### src/rtl/month_year.sv
// month_year: month and year stage of the calendar chain.
//
// Counts months 1..12 on each qualified day-overflow pulse and rolls the
// year (4-digit BCD, 0000..9999) when December overflows. Month and year can
// also be stepped manually through select_item with up/down. The day counter
// reads back month_bin and leap_year to choose its maximum day.
//
// Ports:
//   clk_1Hz      in   1   clock, all state changes on the rising edge
//   rst_n        in   1   synchronous active-low reset
//   en_1         in   1   count enable qualifier for carry_in
//   up           in   1   manual increment request (level)
//   down         in   1   manual decrement request (level, ignored when up)
//   select_item  in   3   adjust target selector
//   carry_in     in   1   one-cycle day-overflow pulse
//   month_bin    out  4   month, binary 1..12
//   year_bcd     out  16  year, BCD, [15:12] thousands .. [3:0] units
//   leap_year    out  1   Gregorian leap flag for year_bcd (combinational)
//   carry_out    out  1   one-cycle pulse when counting wraps 9999 -> 0000
module month_year #(
  parameter logic [2:0]  SELECT_MONTH = 3'b100,
  parameter logic [2:0]  SELECT_YEAR  = 3'b101,
  parameter logic [15:0] RESET_YEAR   = 16'h2000
) (
  input  logic        clk_1Hz,
  input  logic        rst_n,
  input  logic        en_1,
  input  logic        up,
  input  logic        down,
  input  logic [2:0]  select_item,
  input  logic        carry_in,
  output logic [3:0]  month_bin,
  output logic [15:0] year_bcd,
  output logic        leap_year,
  output logic        carry_out
);

  typedef enum logic [1:0] {
    OpIdle,
    OpMonthAdj,
    OpYearAdj,
    OpCount
  } op_e;

  logic [3:0]  month_q, month_d;
  logic [15:0] year_q, year_d;
  logic        carry_q, carry_d;
  op_e         op;

  // ---------------------------------------------------------------------------
  // Arithmetic helpers
  // ---------------------------------------------------------------------------

  // Ripple BCD increment. Any digit >= 9 rolls to 0 and carries, so a corrupt
  // digit is pulled back into the valid range.
  function automatic logic [15:0] bcd_inc(input logic [15:0] v);
    logic [15:0] r;
    logic        c;
    r = v;
    c = 1'b1;
    for (int i = 0; i < 4; i++) begin
      if (c) begin
        if (v[4*i +: 4] >= 4'd9) begin
          r[4*i +: 4] = 4'd0;
          c           = 1'b1;
        end else begin
          r[4*i +: 4] = v[4*i +: 4] + 4'd1;
          c           = 1'b0;
        end
      end
    end
    return r;
  endfunction

  // Ripple BCD decrement. A zero digit borrows and becomes 9; a corrupt digit
  // (>9) is clamped to 9 without borrowing.
  function automatic logic [15:0] bcd_dec(input logic [15:0] v);
    logic [15:0] r;
    logic        b;
    r = v;
    b = 1'b1;
    for (int i = 0; i < 4; i++) begin
      if (b) begin
        if (v[4*i +: 4] == 4'd0) begin
          r[4*i +: 4] = 4'd9;
          b           = 1'b1;
        end else if (v[4*i +: 4] > 4'd9) begin
          r[4*i +: 4] = 4'd9;
          b           = 1'b0;
        end else begin
          r[4*i +: 4] = v[4*i +: 4] - 4'd1;
          b           = 1'b0;
        end
      end
    end
    return r;
  endfunction

  // Illegal months (0, 13..15) restart at January.
  function automatic logic [3:0] month_inc(input logic [3:0] m);
    if (m == 4'd0 || m >= 4'd12) begin
      return 4'd1;
    end
    return m + 4'd1;
  endfunction

  // Illegal months (0, 13..15) restart at December.
  function automatic logic [3:0] month_dec(input logic [3:0] m);
    if (m <= 4'd1 || m > 4'd12) begin
      return 4'd12;
    end
    return m - 4'd1;
  endfunction

  // Divisibility by 4 of the two-digit number {t,u}: 10 = 2 mod 4, so an even
  // tens digit needs u in {0,4,8} and an odd one needs u in {2,6}.
  function automatic logic div4(input logic [3:0] t, input logic [3:0] u);
    if (!t[0]) begin
      return (u == 4'd0) || (u == 4'd4) || (u == 4'd8);
    end
    return (u == 4'd2) || (u == 4'd6);
  endfunction

  // ---------------------------------------------------------------------------
  // Operation decode: adjust modes outrank counting, and a carry_in seen while
  // adjusting is simply dropped.
  // ---------------------------------------------------------------------------
  always_comb begin
    op = OpIdle;
    if (select_item == SELECT_MONTH) begin
      op = OpMonthAdj;
    end else if (select_item == SELECT_YEAR) begin
      op = OpYearAdj;
    end else if (en_1 && carry_in) begin
      op = OpCount;
    end
  end

  // ---------------------------------------------------------------------------
  // Next-state logic
  // ---------------------------------------------------------------------------
  always_comb begin
    month_d = month_q;
    year_d  = year_q;
    carry_d = 1'b0;
    unique case (op)
      OpMonthAdj: begin
        if (up) begin
          month_d = month_inc(month_q);
        end else if (down) begin
          month_d = month_dec(month_q);
        end
      end
      OpYearAdj: begin
        if (up) begin
          year_d = bcd_inc(year_q);
        end else if (down) begin
          year_d = bcd_dec(year_q);
        end
      end
      OpCount: begin
        month_d = month_inc(month_q);
        if (month_q == 4'd12) begin
          year_d  = bcd_inc(year_q);
          carry_d = (year_q == 16'h9999);
        end
      end
      default: ;
    endcase
  end

  // ---------------------------------------------------------------------------
  // State registers
  // ---------------------------------------------------------------------------
  always_ff @(posedge clk_1Hz) begin
    if (!rst_n) begin
      month_q <= 4'd1;
      year_q  <= RESET_YEAR;
      carry_q <= 1'b0;
    end else begin
      month_q <= month_d;
      year_q  <= year_d;
      carry_q <= carry_d;
    end
  end

  // ---------------------------------------------------------------------------
  // Outputs
  // ---------------------------------------------------------------------------
  assign month_bin = month_q;
  assign year_bcd  = year_q;
  assign carry_out = carry_q;

  // Century years (tens and units both zero) are leap only when the century
  // number itself is divisible by 4; year 0000 lands here and reads as leap.
  always_comb begin
    if (year_q[7:4] == 4'd0 && year_q[3:0] == 4'd0) begin
      leap_year = div4(year_q[15:12], year_q[11:8]);
    end else begin
      leap_year = div4(year_q[7:4], year_q[3:0]);
    end
  end

endmodule

### config.mk
export PLATFORM = sky130hd
export DESIGN_NAME = month_year
export DESIGN_NICKNAME = d
export VERILOG_FILES = /design/src/rtl/month_year.sv
export SDC_FILE = /design/constraint.sdc
export NUM_CORES = 1
export LEC_CHECK = 0
export CAP_MARGIN = 20
export CORE_MARGIN = 5
export CORE_UTILIZATION = 40
export CTS_BUF_LIST = sky130_fd_sc_hd__clkbuf_8
export DETAILED_ROUTE_END_ITERATION = 8
export GPL_ROUTABILITY_DRIVEN = 0
export SYNTH_ARGS = -nofsm -noshare
export SYNTH_HDL_FRONTEND = slang
export SYNTH_SLANG_ARGS = --single-unit
### constraint.sdc
create_clock -name clk_1Hz -period 2.3 [get_ports clk_1Hz]
set_input_delay 0.46 -clock clk_1Hz [delete_from_list [all_inputs] [get_ports clk_1Hz]]
set_output_delay 0.46 -clock clk_1Hz [all_outputs]
set_load 0.01 [all_outputs]
==> results.toml <==
[power_and_ir_drop]
p_sw_frac = 0.315
pwr-share-comb = 0.306
clkPwrFrac = 0.266
power_density_nw_per_um2 = 360
p_int_mw = 0.636
leakagePower_nw = 1.03
p_sw_mw = 0.293
max-vdd-ir-drop_mv = 0.292
seqPwrFrac = 0.428

[timing]
period_minus_slack_ns = 2.13
max_freq_mhz = 470
setup_ws_ns = 0.170
hold_viol = 0
rsz0062_at_grt = "false"
post-route-period-util = 0.926
skew_ns = 0.00650
max-slew-margin-rel = 0.634
worstMarginPinSlew_ns = 0.544
whs_ns = 0.617
drv_slew = 0
setup_viol = 0

[clock_tree]
hold_buffers = 0
cts_buffers = 3
clockBufferDepth = 2
clk_latency_ns = 0.26
h-tree-depth = 1
cts_sinks = 21
clkTransAtPathRegs_ns = 0.08
cts_tree = "done"
cts_root_buf = "clkbuf_8"

[detailed_routing]
wl_met2_mm = 2.49
wl_mm = 5.17
drt-wirelength-per-cell_um = 13.9
drt-met1-wl_mm = 2.44
ant_nets = 0
drt_pass1_iterations = 4
maxUsedRoutingLayer = "met4"
drcViolationCount = 0
met3WireLength_um = 172
vias = 2062
viasPerCell = 5.54
drt_iter0_drc = 68

[worst_setup_path]
critPathSlowestCell = "dfxtp_1"
crit_chain = "inv_1 -> ha_2 -> inv_1 -> o32a_1 -> a31oi_1 -> clkdlybuf4s15_1"
critical_path_buf_inv_count = 3
worstRegToRegCells = 8
cpMostUsedCell = "inv_1"
r2r-start = "year_bcd[4]"
r2r_end = "year_bcd[14]"
critPathKind = "flop to output pin"
path_max_fanout = 4
rrSetupSlack_ns = 0.21
slowest_delay_ns = 0.32
cp-start-kind = "flop"
setup.worst_path.end_class = "output pin"
critPathArrivalTime_ns = 1.67
critical_path.top_delay_family = "compound AO/OA/AOI/OAI gates"
crit_required_ns = 1.84

[logic_synthesis]
ys_types = 58
synth.cell_area_um2 = 1970
synth_seq_cells = 21
synthArstFlopShare = 0
synth_nets = 281
synth.avg_cell_area_um2 = 7.74
yosysSeqAreaShare = 0.214
syn_inst = 254
synth_flop_cell = "dfxtp_1"
synth_edf_count = 0
ys_warn_count = 0

[die]
start_util = 0.414
die_x_um = 80.1
rows = 25
die_h_um = 80.1
die_area_um2 = 6420
core_area_um2 = 4750
design.portCount = 31

[min_path]
hp-class = "flop to flop"
holdPathEnd = "year_bcd[9]"
hold_start = "year_bcd[9]"
min_delay_path_depth = 3

[global_route]
globalRouteOverflowTotal = 0
grt_pass1_vias = 1916
grt_pass1_wl_mm = 9.02
grt_usage = 0.171
antenna_found_initial = 0
grt_max_degree = 16

[finish]
finalNonFillerCells = 372
antenna_cells = 0
stdcell_area_um2 = 2580
layout-drive-gt1-share = 0.174
syn_to_final_growth_pct = 31.1
layout.nets = 333

[status]
status = "completed"

[placement]
hpwlAfterDp_mm = 4.03
placed_area_um2 = 2520
preCtsSetupSlack_ns = -0.0143
dp.cells = 367
io_buffers = 30

[run]
max_cap_violations = 0
power by group through the flow:
| stage | logic (mW) | clock network [mW] | registers [mW] |
|---|---|---|---|
| finish | 0.285 | 0.247 | 0.397 |
| global route | 0.317 | 0.283 | 0.402 |
| CTS | 0.282 | 0.255 | 0.398 |
| detailed placement | 0.281 | 0 | 0.406 |
| global placement | 0.281 | 0 | 0.406 |
| floorplan | 0.174 | 0 | 0.406 |
routing by layer:
layer | up-vias | global-route usage
li1 | 1062 | -
met1 | 946 | 0.231
met2 | 45 | 0.286
met3 | 9 | 0.0213
met4 | 0 | 0.0473
met5 | - | 0
cells in the final DEF, fill, tap and decap left out, drive strengths merged, types with 3 or more instances in the layout:
| master | count |
|---|---|
| buf | 32 |
| clkdlybuf4s50 | 29 |
| nor2 | 26 |
| dfxtp | 21 |
| o21ai | 20 |
| nand2 | 18 |
| ha | 18 |
| inv | 16 |
| a21oi | 11 |
| nand3 | 10 |
| a31oi | 8 |
| nor3 | 6 |
| o31ai | 5 |
| mux2i | 4 |
| o21a | 4 |
| and3 | 4 |
| or3 | 4 |
| a211oi | 4 |
| nor4 | 4 |
| nand2b | 4 |
| a21boi | 4 |
| nor2b | 3 |
| o21bai | 3 |
| o311a | 3 |
| o211ai | 3 |
| o221a | 3 |
| o211a | 3 |
| clkbuf | 3 |
| o22ai | 3 |
sequential cells by signal, indices dropped and copies added (netlist names):
| signal | count |
|---|---|
| year_bcd | 16 |
| carry_out | 1 |
| month_bin | 4 |
logic make-up after synthesis:
logic type / share of synthesized area
buffers and inverters: 0.0649
muxes: 0.0204
DFF: 0.214
adders and majority gates: 0.115
and+or+nand+nor: 0.246
AOI/OAI and AO/OA: 0.340
cell usage after synthesis (4+ instances only):
library cell | count | area (um^2)
a211oi_1 | 4 | 30.0
a21oi_1 | 11 | 55.1
a31oi_1 | 8 | 50.1
and3_1 | 4 | 25.0
buf_2 | 6 | 30.0
clkbuf_1 | 8 | 30.0
dfxtp_1 | 21 | 420
ha_1 | 18 | 225
inv_1 | 15 | 56.3
mux2i_1 | 4 | 40.0
nand2_1 | 18 | 67.6
nand3_1 | 9 | 45.0
nor2_1 | 26 | 97.6
nor3_1 | 6 | 30.0
nor4_1 | 4 | 25.0
o21a_1 | 4 | 30.0
o21ai_0 | 20 | 100
o31ai_1 | 5 | 37.5
or3_1 | 4 | 25.0
layout make-up:
type                            count  area, um^2
Timing Repair Buffer               62         541
Multi-Input combinational cell    203        1430
Clock buffer                        3        41.3
Tap cell                           67        83.8
Fill cell                         479        2180
Inverter                           15        56.3
Sequential cell                    21         420
Clock inverter                      1        3.75
repair_timing:
action | 4_1_cts | 5_1_grt
cloned | 0 | 0
setup endpoints to repair | 1 | 1
setup buffers | 0 | 1
endpoints found under the hold margin | 0 | 0
pin swaps | 0 | 0
resized for setup | 3 | 2
worst register-to-register path, stage by stage, from the launching register on:
cell	delay, ns
dfxtp_1	0.32
buf_4	0.16
ha_1	0.25
o21a_1	0.25
a311o_2	0.45
nand4_2	0.11
buf_4	0.14
nor2_1	0.04
o221a_2	0.25
per-stage QoR:
step / power, mW / TNS (ns) / utilization
global placement: 0.687 / 0 / 0.530
global route: 1.00 / 0 / 0.542
CTS: 0.935 / 0 / 0.540
floorplan: 0.580 / 0 / -
finish: 0.929 / 0 / 0.542
detailed placement: 0.687 / -0.0419 / 0.530
how the worst max path moves through the flow:
stage	from	end	slack [ns]	cells after the start
2_1_floorplan	year_bcd[0]	year_bcd[14]	0.27	8
3_3_place_gp	select_item[1]	year_bcd[15]	0.002	6
3_5_place_dp	select_item[1]	year_bcd[9]	-0.01	7
4_1_cts	year_bcd[8]	leap_year	0.12	6
5_1_grt	year_bcd[9]	leap_year	0.02	6
6_report	year_bcd[8]	leap_year	0.17	6
(Power assumes the default switching activity.)
